### config.mk
export PLATFORM = sky130hd
export DESIGN_NAME = arb_req_queue_flat
export DESIGN_NICKNAME = d
export VERILOG_FILES = /design/src/rtl/arb_req_queue_if.sv /design/src/rtl/arb_req_queue.sv /design/src/flat_wrapper.sv
export SDC_FILE = /design/constraint.sdc
export NUM_CORES = 1
export LEC_CHECK = 0
export ABC_AREA = 1
export BUFFER_PORTS_ARGS = -buffer_cell sky130_fd_sc_hd__buf_2
export CAP_MARGIN = 5
export CORE_MARGIN = 3
export CORE_UTILIZATION = 40
export DETAILED_ROUTE_END_ITERATION = 6
export SYNTH_ARGS = -nofsm -noshare
export SYNTH_HDL_FRONTEND = slang
export SYNTH_SLANG_ARGS = --single-unit
export TNS_END_PERCENT = 1
### constraint.sdc
create_clock -name clk -period 4.5 [get_ports clk]
set_input_delay 0.225 -clock clk [delete_from_list [all_inputs] [get_ports clk]]
set_output_delay 0.225 -clock clk [all_outputs]
set_load 0.05 [all_outputs]
### src/rtl/arb_req_queue_if.sv
// Handshake bundle for arb_req_queue: two producer streams, arbiter req/grant, output stream.
interface arb_req_queue_if #(
  parameter int unsigned DATA_W = 8
) ();
  logic              in1_valid;
  logic [DATA_W-1:0] in1_data;
  logic              in1_ready;
  logic              in2_valid;
  logic [DATA_W-1:0] in2_data;
  logic              in2_ready;
  logic              req_1;
  logic              req_2;
  logic              grant_1;
  logic              grant_2;
  logic              out_valid;
  logic [DATA_W-1:0] out_data;
  logic              out_src;

  // Environment side: producers, arbiter and consumer.
  modport master (
    output in1_valid, in1_data, in2_valid, in2_data, grant_1, grant_2,
    input  in1_ready, in2_ready, req_1, req_2, out_valid, out_data, out_src
  );

  // Queue side.
  modport slave (
    input  in1_valid, in1_data, in2_valid, in2_data, grant_1, grant_2,
    output in1_ready, in2_ready, req_1, req_2, out_valid, out_data, out_src
  );
endinterface

### src/rtl/arb_req_queue.sv
// Two per-source FIFOs feeding a two-port arbiter; granted entries leave on one registered stream.
// Optional ARB_REQ_QUEUE_STATS_EN builds the saturating spurious-grant counter spur_cnt.
module arb_req_queue #(
  parameter int unsigned DATA_W = 8,
  parameter int unsigned DEPTH  = 4
) (
  input  logic                clk,
  input  logic                reset_n,
  arb_req_queue_if.slave      bus
`ifdef ARB_REQ_QUEUE_STATS_EN
  ,
  output logic [15:0]         spur_cnt
`endif
);

  localparam int unsigned PW = $clog2(DEPTH);
  localparam int unsigned CW = PW + 1;
  localparam logic [CW-1:0] FULL = CW'(DEPTH);

  logic [DATA_W-1:0] mem_q  [2][DEPTH];
  logic [PW-1:0]     wptr_q [2];
  logic [PW-1:0]     rptr_q [2];
  logic [CW-1:0]     cnt_q  [2];
  logic [CW-1:0]     cnt_d  [2];
  logic [DATA_W-1:0] in_data [2];
  logic [1:0]        in_valid, in_ready, push, grant, acc, req;
  logic [DATA_W-1:0] pop_data;
  logic              out_valid_q, out_src_q;
  logic [DATA_W-1:0] out_data_q;

  assign in_valid   = {bus.in2_valid, bus.in1_valid};
  assign in_data[0] = bus.in1_data;
  assign in_data[1] = bus.in2_data;
  assign grant      = {bus.grant_2, bus.grant_1};

  always_comb begin
    in_ready = '0;
    push     = '0;
    req      = '0;
    for (int i = 0; i < 2; i++) begin
      // Ready depends on occupancy only: a full FIFO refuses even while popping.
      in_ready[i] = (cnt_q[i] != FULL);
      push[i]     = in_valid[i] & in_ready[i];
    end
    // grant_1 wins if the arbiter ever raises both.
    acc[0] = grant[0] & (cnt_q[0] != '0);
    acc[1] = grant[1] & ~grant[0] & (cnt_q[1] != '0);
    for (int i = 0; i < 2; i++) begin
      // Drop the request when the only remaining entry is being popped now.
      req[i]   = (cnt_q[i] > CW'(acc[i]));
      cnt_d[i] = cnt_q[i];
      if (push[i] && !acc[i]) begin
        cnt_d[i] = cnt_q[i] + CW'(1);
      end else if (!push[i] && acc[i]) begin
        cnt_d[i] = cnt_q[i] - CW'(1);
      end
    end
    pop_data = acc[0] ? mem_q[0][rptr_q[0]] : mem_q[1][rptr_q[1]];
  end

  always_ff @(posedge clk or negedge reset_n) begin
    if (!reset_n) begin
      for (int i = 0; i < 2; i++) begin
        wptr_q[i] <= '0;
        rptr_q[i] <= '0;
        cnt_q[i]  <= '0;
      end
    end else begin
      for (int i = 0; i < 2; i++) begin
        if (push[i]) wptr_q[i] <= wptr_q[i] + PW'(1);
        if (acc[i])  rptr_q[i] <= rptr_q[i] + PW'(1);
        cnt_q[i] <= cnt_d[i];
      end
    end
  end

  // Storage needs no reset; occupancy guards every read.
  always_ff @(posedge clk) begin
    for (int i = 0; i < 2; i++) begin
      if (push[i]) mem_q[i][wptr_q[i]] <= in_data[i];
    end
  end

  always_ff @(posedge clk or negedge reset_n) begin
    if (!reset_n) begin
      out_valid_q <= 1'b0;
      out_data_q  <= '0;
      out_src_q   <= 1'b0;
    end else begin
      out_valid_q <= |acc;
      if (|acc) begin
        out_data_q <= pop_data;
        out_src_q  <= acc[1];
      end
    end
  end

`ifdef ARB_REQ_QUEUE_STATS_EN
  logic        spurious;
  logic [15:0] spur_q;

  assign spurious = (grant[0] & ~acc[0]) | (grant[1] & ~acc[1]);

  always_ff @(posedge clk or negedge reset_n) begin
    if (!reset_n) begin
      spur_q <= '0;
    end else if (spurious && (spur_q != 16'hFFFF)) begin
      spur_q <= spur_q + 16'd1;
    end
  end

  assign spur_cnt = spur_q;
`endif

  assign bus.in1_ready = in_ready[0];
  assign bus.in2_ready = in_ready[1];
  assign bus.req_1     = req[0];
  assign bus.req_2     = req[1];
  assign bus.out_valid = out_valid_q;
  assign bus.out_data  = out_data_q;
  assign bus.out_src   = out_src_q;

endmodule

### src/flat_wrapper.sv
// flat-port wrapper written by rule: the top's interface ports become plain ports
module arb_req_queue_flat 
#(
  parameter int unsigned DATA_W = 8,
  parameter int unsigned DEPTH  = 4
)
  (clk, reset_n, bus_in1_valid, bus_in1_data, bus_in2_valid, bus_in2_data, bus_grant_1, bus_grant_2, bus_in1_ready, bus_in2_ready, bus_req_1, bus_req_2, bus_out_valid, bus_out_data, bus_out_src);
  arb_req_queue_if #(.DATA_W(DATA_W)) bus_i ();
  input  logic clk;
  input  logic reset_n;
  input wire logic [$bits(bus_i.in1_valid)-1:0] bus_in1_valid;
  input wire logic [$bits(bus_i.in1_data)-1:0] bus_in1_data;
  input wire logic [$bits(bus_i.in2_valid)-1:0] bus_in2_valid;
  input wire logic [$bits(bus_i.in2_data)-1:0] bus_in2_data;
  input wire logic [$bits(bus_i.grant_1)-1:0] bus_grant_1;
  input wire logic [$bits(bus_i.grant_2)-1:0] bus_grant_2;
  output wire logic [$bits(bus_i.in1_ready)-1:0] bus_in1_ready;
  output wire logic [$bits(bus_i.in2_ready)-1:0] bus_in2_ready;
  output wire logic [$bits(bus_i.req_1)-1:0] bus_req_1;
  output wire logic [$bits(bus_i.req_2)-1:0] bus_req_2;
  output wire logic [$bits(bus_i.out_valid)-1:0] bus_out_valid;
  output wire logic [$bits(bus_i.out_data)-1:0] bus_out_data;
  output wire logic [$bits(bus_i.out_src)-1:0] bus_out_src;
  assign bus_i.in1_valid = bus_in1_valid;
  assign bus_i.in1_data = bus_in1_data;
  assign bus_i.in2_valid = bus_in2_valid;
  assign bus_i.in2_data = bus_in2_data;
  assign bus_i.grant_1 = bus_grant_1;
  assign bus_i.grant_2 = bus_grant_2;
  assign bus_in1_ready = bus_i.in1_ready;
  assign bus_in2_ready = bus_i.in2_ready;
  assign bus_req_1 = bus_i.req_1;
  assign bus_req_2 = bus_i.req_2;
  assign bus_out_valid = bus_i.out_valid;
  assign bus_out_data = bus_i.out_data;
  assign bus_out_src = bus_i.out_src;
  arb_req_queue #(.DATA_W(DATA_W), .DEPTH(DEPTH)) u_core (.clk(clk), .reset_n(reset_n), .bus(bus_i));
endmodule
* After elaboration in Yosys (flattened, before gate mapping)
Memories as Yosys holds them, arrays and structs flattened.
Index checks and enable logic that the tools add are counted.
** Storage, ports and cells
- Flip-flop bits (word level) :: 24
- RAM bits :: 64
- Input bits :: 22
- Output and inout bits :: 14
- Memories kept :: 1
** Cells by class
- Add/subtract/negate cells :: 8
- Order comparisons :: 8
- Equality and inequality tests :: 2
- Mux-type cells :: 19
- Bitwise logic cells :: 10
- Reduce and logical (&&, ||, !) cells :: 15
** Memories
- u_core.mem_q :: words 2, width 32, rd ports 2, clocked after memory_dff 0, wr ports 2, RTL line arb_req_queue.sv:20 : logic [DATA_W-1:0] mem_q [2][DEPTH];
** Operator list (number)
- $mux W32 :: 2
- $mux W8 :: 7
- $bmux W8 S2 :: 2
- $demux W8 S2 :: 2
- $ge A3 B3 Y1 const B :: 4
- $mux W3 :: 4
- $not A2 Y3 :: 4
- $add A2 B1 Y2 const B :: 4
- $add A3 B1 Y3 const B :: 2
- $gt A3 B1 Y1 :: 2
- $logic_and A1 B1 Y1 :: 6
- $lt A3 B1 Y1 const B :: 2
- $ne A3 B3 Y1 const B :: 2
- $reduce_bool A3 Y1 :: 2
- $sub A3 B1 Y3 const B :: 2
- $and A1 B1 Y1 :: 5
- $logic_not A1 Y1 :: 4
- $reduce_bool A2 Y1 :: 2
- $mux W1 :: 2
- $reduce_or A2 Y1 :: 1
- $not A1 Y1 :: 1

* Depth between registers and ports, before layout
Gate-level depths: netlist of the first run.
- Word-level depth :: 6
- Depth in mapped cells :: 11

* Least setup slack after synthesis of the first run
Ideal clock, no wire load.
- Path type :: register to output
- Start :: register u_core.cnt_q[1] (netlist name)
- End :: output bus_req_2
- Arrival :: 2.155 ns
- Setup slack :: 2.120 ns
- Stages on the path, launching flop included :: 7
- Cells stage by stage :: dfrtp_1 -> nor2_1 -> nand2_1 -> nand2_2 -> inv_2 -> ha_1 -> o21ai_0
** On the way
- Word-level cells in the longest chain between the ends :: 3
** Ends and longest elaborated chain
- start: declaration :: RTL line arb_req_queue.sv:23 : logic [CW-1:0] cnt_q [2];
- start signal: indexed assignment :: RTL line arb_req_queue.sv:72 : cnt_q[i] <= cnt_d[i];
- $reduce_bool A3 Y1 :: RTL line arb_req_queue.sv:47 : acc[1] = grant[1] & ~grant[0] & (cnt_q[1] != '0);
- $and A1 B1 Y1 :: RTL line arb_req_queue.sv:47
- net u_core.acc[1] :: RTL line arb_req_queue.sv:26 : logic [1:0] in_valid, in_ready, push, grant, acc, req;
- $gt A3 B1 Y1 :: RTL line arb_req_queue.sv:50 : req[i] = (cnt_q[i] > CW'(acc[i]));
- end: declaration :: RTL line flat_wrapper.sv:20 : output wire logic [$bits(bus_i.req_2)-1:0] bus_req_2;
The timed path passes the listed nets, and every way through them passes these cells.

* Worst setup path after layout of the first run
Same ends and word-level chain as after synthesis.

==> flow_summary.yaml, run 1 <==
timing:
  setup_viol: 0
  tightest_slew_ns: 0.8645
  fin_crit_ns: 2.469
  relSlewSlack: 0.4215
  tns_ns: 0
  final_hold_viol_count: 0
  rsz0062_at_grt: "false"
  finClkSkew_ns: 0.01157
  drv_slew: 0
  finalCritPeriodShare: 0.5488
  fmax_ghz: 0.4050
critical_path:
  crit_slowest_cell: "dfrtp_1"
  start_kind: "flop"
  worstPathCellList: "nor2_1 > nand2_1 > nand2_2 > inv_2 > ha_1 > o21ai_0 > buf_2"
  critPathTopFamily: "simple AND/OR/NAND/NOR gates"
  cp.arrival_ns: 2.24
  end_kind: "primary output"
  slowest_delay_ns: 0.42
  critical_path_buf_inv_count: 2
  crit_type: "flop to primary output"
  r2r-start: "u_core.cnt_q[1]$_DFFE_PN0P_"
  path_max_fanout: 14
  startpoint: "u_core.cnt_q[1]$_DFFE_PN0P_"
  cp.required_ns: 4.28
logic_synthesis:
  async_reset_ff_frac: 0.2727
  yosys-top-cells-area: "edfxtp_1, dfrtp_1, nand2_1, inv_1, nand3_1"
  synth_cells: 380
  synth.avg_cell_area_um2: 10.73
  ys_warn_count: 0
  synth_edf_count: 64
  synthFlopType: "edfxtp_1"
  syn_area_um2: 4076
  ys_ff_latch: 88
  yosys.cell_types.count: 25
  seq_area_frac_synth: 0.6188
  synth_area_leader_cell: "edfxtp_1"
  synth_top_cell_area_share: 0.4715
  synthTopCellsByCount: "nand2_1, edfxtp_1, inv_1"
  syn_nets: 415
  synth.most_common_cell: "nand2_1"
final_layout:
  diodes: 0
  final_cells: 555
  multi_input_area_um2: 1152
  fillers: 970
  drive_above_1_share: 0.1967
  seq_area_um2: 2522
  fin_nets: 452
  areaGrowthSynthToFinish_pct: 10.22
cts:
  clock-sinks: 88
  clock_path_buffers: 2
  cts-htree-levels: 3
  cts_tree: "yes"
  clk_pin_slew_ns: 0.08
  clock_latency_ns: 0.35
  cts_buffers: 9
  postCtsSetupBuffers: 0
  root_buffer: "clkbuf_8"
route:
  vias: 2512
  drtAntennaViolNets: 0
  drc_errors: 0
  drt_first_iter_violations: 95
  viasPerCell: 4.526
  wl_um: 7211
  firstDrtPassIters: 4
  detail_route.wl_per_cell_um: 12.99
die:
  row_count: 36
  start_util: 0.4151
  die_w_um: 107.0
  die_area_um2: 11440
  coreArea_um2: 9819
  die_h_um: 107.0
  ios: 36
global_route:
  grt_pass1_wl_um: 12240
  grt-ovfl-total: 0
  antenna_found_initial: 0
  grt_max_degree: 25
  track_usage: 0.1385
  grt_pass1_vias: 2492
placed_design:
  place_congestion: 0.7572
  io_buffers: 35
  dp_cells: 538
  dp_hpwl_um: 5041
run_status:
  status: "finished clean"
hold_path:
  worstHoldPathType: "input pin to flop"
  min_from: "bus_in1_data[5]"
run:
  cap_violations: 0
power_and_ir_drop:
  vdd_ir_drop_max_mv: 0.3380
  cellLeakagePower_uw: 0.002043
  fin_total_pwr_uw: 2903
  power.density_nw_per_um2: 646.1
[where the power goes]
group / internal (µW) / total, µW / switching, µW
clock network: 251 / 521 / 269
logic: 334 / 1080 / 745
registers: 1110 / 1300 / 197
total: 1690 / 2900 / 1210
[registers in the layout (all words and copies together) (netlist names)]
signal                cells
u_core.bus.out_data       8
u_core.bus.out_src        1
u_core.bus.out_valid      1
u_core.cnt_q              6
u_core.mem_q             64
u_core.rptr_q             4
u_core.wptr_q             4
[layout by cell type (no fill, tap or decap), drive strengths merged]
cell	Yosys	routed
clkinvlp	0	1
nand3	55	55
clkinv	0	5
xnor2	3	3
buf	10	35
nand2	105	105
dlygate4sd3	0	1
dfrtp	24	24
xor2	3	3
nor2	20	20
inv	72	72
a21oi	3	3
o21ai	7	7
fa	2	2
ha	11	11
clkbuf	0	9
bufinv	0	1
edfxtp	64	64
or2	1	1
[worst paths after layout]
kind	to	slack (ns)	cells after the start
min in group asynchronous	u_core.cnt_q[5]$_DFFE_PN0P_	0.39	2
max in group asynchronous	u_core.bus.out_src$_DFFE_PN0P_	3.75	2
hold / removal	u_core.mem_q[0][13]$_DFFE_PP_	0.09	1
setup / recovery	bus_req_2	2.03	7
hold reg to reg	u_core.bus.out_src$_DFFE_PN0P_	0.51	2
setup reg to reg	u_core.cnt_q[2]$_DFFE_PN0P_	2.35	9
[cell families (layout without fill, tap and decap cells)]
group | after synthesis | count (layout) | synth area share
adders and majority gates | 13 | 13 | 0.04358
AOI/OAI and AO/OA | 10 | 10 | 0.01504
xor gates and xnor gates | 6 | 6 | 0.01289
buffers and inverters | 82 | 124 | 0.09853
and+or+nand+nor | 181 | 181 | 0.2112
DFF | 88 | 88 | 0.6188
[metrics by stage]
| step | worst slack [ns] | hold WS (ns) | cell area [µm²] | util |
|---|---|---|---|---|
| finish | 2.031 | 0.09336 | 4493 | 0.4576 |
| global route | 1.851 | 0.07957 | 4493 | 0.4576 |
| CTS | 2.019 | 0.07557 | 4493 | 0.4576 |
| detailed placement | 2.358 | 0.2449 | 4297 | 0.4376 |
| global placement | 2.429 | 0.2378 | 4297 | 0.4376 |
| floorplan | 2.120 | -0.07059 | 4076 | - |
[metal layers]
metal,global-route usage,wire (µm)
met1,0.1869,3406
met2,0.2226,3407
met3,0.02348,273
met4,0.05753,123
met5,0,0
[repair_timing]
action	in CTS	in global routing
resized for setup	0	0
hold endpoints to repair	24	0
hold buffers	1	0
[layout make-up]
cell class	instances	area share
inverters	72	0.06238
well taps	133	0.03704
repair buffers	36	0.04121
clock buffers	9	0.02757
multi-input cells	210	0.2565
flip-flops and latches	88	0.5614
clock inverters	7	0.01392
Note: power is estimated with default switching activity, not from simulation.
==> run 2: changes to the inputs <==
Clock period 4.5 ns to 2.6 ns, I/O delays scaled along.
==> run 2 against run 1 <==
Total power increased by 77%. First-iteration DRC count decreased by 11%. Largest power group unchanged. Design area increased by 5.1%. Die area unchanged. Wire length increased by 3.3%. Count of clock-buffer cells in the layout increased by 1.
==> flow_summary.yaml, run 2 (synthesis gave the netlist of run 1 again) <==
global_route:
  track_usage: 0.1410
  grt_max_degree: 25
  grt_pass1_vias: 2570
  antenna_found_initial: 0
  grt-ovfl-total: 0
  grt_pass1_wl_um: 12340
route:
  wl_um: 7450
  viasPerCell: 4.399
  vias: 2547
  firstDrtPassIters: 4
  drt_first_iter_violations: 85
  detail_route.wl_per_cell_um: 12.87
  drc_errors: 0
  drtAntennaViolNets: 0
cts:
  clk_pin_slew_ns: 0.08
  cts-htree-levels: 3
  postCtsSetupBuffers: 0
  clock_path_buffers: 2
  root_buffer: "clkbuf_8"
  cts_tree: "yes"
  cts_buffers: 9
  clock_latency_ns: 0.35
  clock-sinks: 88
die:
  row_count: 36
  die_w_um: 107.0
  start_util: 0.4151
  die_area_um2: 11440
  die_h_um: 107.0
  coreArea_um2: 9819
  ios: 36
final_layout:
  largest_register_ffs: 64
  areaGrowthSynthToFinish_pct: 15.87
  final_core_util: 0.4810
  fin_nets: 476
  fin_area_um2: 4723
  drive_above_1_share: 0.2085
  diodes: 0
  final_common_cell: "nand2_1"
  final_cell_mix: "nand2_1, inv_1, edfxtp_1, nand3_1, buf_2"
timing:
  fmax_ghz: 0.4127
  finClkSkew_ns: 0.008796
  rsz0062_at_grt: "false"
  setup_ws_ns: 0.1772
  drv_slew: 0
  finalCritPeriodShare: 0.9318
  relSlewSlack: 0.5170
  tightest_slew_ns: 0.7244
  final_hold_viol_count: 0
  tns_ns: 0
  fin_crit_ns: 2.423
  setup_viol: 0
critical_path:
  cp.arrival_ns: 2.29
  r2r_cells: 9
  ff2ff_setup_slack_ns: 0.42
  critPathTopFamily: "simple AND/OR/NAND/NOR gates"
  start_kind: "flop"
  path_max_fanout: 14
  crit_type: "flop to primary output"
  cp.required_ns: 2.47
  crit_slowest_cell: "dfrtp_1"
  r2r-start: "u_core.cnt_q[1]$_DFFE_PN0P_"
  critical_path_buf_inv_count: 2
  slowest_delay_ns: 0.42
  r2r_end: "u_core.cnt_q[2]$_DFFE_PN0P_"
  end_kind: "primary output"
  worstPathCellList: "nor2_1 > nand2_1 > nand2_2 > inv_2 > ha_1 > o21ai_0 > buf_2"
placed_design:
  place_congestion: 0.7907
  io_buffers: 35
  post_dp_cell_area_um2: 4357
  post-place-ws_ns: 0.4540
  dp_hpwl_um: 4961
hold_path:
  min_path_cells: 3
  min_from: "bus_in1_valid"
  worstHoldPathType: "input pin to flop"
  hold_path_end: "u_core.wptr_q[2]$_DFFE_PN0P_"
power_and_ir_drop:
  power.density_nw_per_um2: 1087
  cellLeakagePower_uw: 0.002157
  vdd_ir_drop_max_mv: 0.6054
run:
  cap_violations: 0
run_status:
  status: "finished clean"
==> run 2: cell types whose count changed in the layout (fill, tap and decap cells not counted), sizes merged <==
cell	change
clkbuf	+1
buf	+8
inv	+1
dlygate4sd3	+16
clkinv	-2
==> run 2: how the worst max path moves through the flow <==
stage | from | to | slack, ns | depth (start not counted)
after floorplan | u_core.cnt_q[1]$_DFFE_PN0P_ | bus_req_2 | 0.31 | 6
final | u_core.cnt_q[1]$_DFFE_PN0P_ | bus_req_2 | 0.18 | 7
after global routing | u_core.cnt_q[1]$_DFFE_PN0P_ | bus_req_2 | 0.01 | 7
after CTS | u_core.cnt_q[1]$_DFFE_PN0P_ | bus_req_2 | 0.16 | 7
after detailed placement | u_core.cnt_q[1]$_DFFE_PN0P_ | u_core.cnt_q[2]$_DFFE_PN0P_ | 0.45 | 9
after global placement | u_core.cnt_q[1]$_DFFE_PN0P_ | u_core.cnt_q[2]$_DFFE_PN0P_ | 0.54 | 9
==> run 2: repair_timing <==
item,in CTS,in global routing
resized for setup,0,0
hold buffers,17,0
hold endpoints to repair,88,0
==> run 2: per-stage QoR <==
| stage | power [µW] | instances | hold WS, ns |
|---|---|---|---|
| final | 5136 | 579 | 0.1231 |
| after global routing | 5537 | 579 | 0.1233 |
| after CTS | 5197 | 579 | 0.1037 |
| after detailed placement | 4237 | 546 | 0.1504 |
| after global placement | 4187 | 546 | 0.1484 |
| after floorplan | 3801 | 380 | -0.1656 |
==> run 2: worst register-to-register path, stage by stage, from the launching register on <==
cell	delay (ns)
dfrtp_1	0.42
nor2_1	0.15
nand2_1	0.08
nand2_2	0.29
ha_1	0.21
inv_1	0.07
fa_1	0.38
or2_2	0.31
nand2_1	0.08
xnor2_1	0.12
==> run 2: metal layers <==
layer,vias up,track usage,part of all wire,wire length (µm)
li1,1327,-,-,-
met1,1171,0.1917,0.48,3591
met2,41,0.2208,0.47,3491
met3,8,0.03311,0.035,262
met4,0,0.05297,0.014,104
met5,-,0,0,0
==> run 2: layout make-up <==
type	count	area, µm²
Tap cell	133	166.4
Clock inverter	6	68.82
Clock buffer	10	127.6
Timing Repair Buffer	60	405.4
Multi-Input combinational cell	210	1152
Sequential cell	88	2522
Inverter	72	280.3
Fill cell	925	5096
==> run 2: power breakdown <==
part	internal [µW]	switching (µW)
Clock	450	486
Combinational	635	1320
Sequential	1910	337
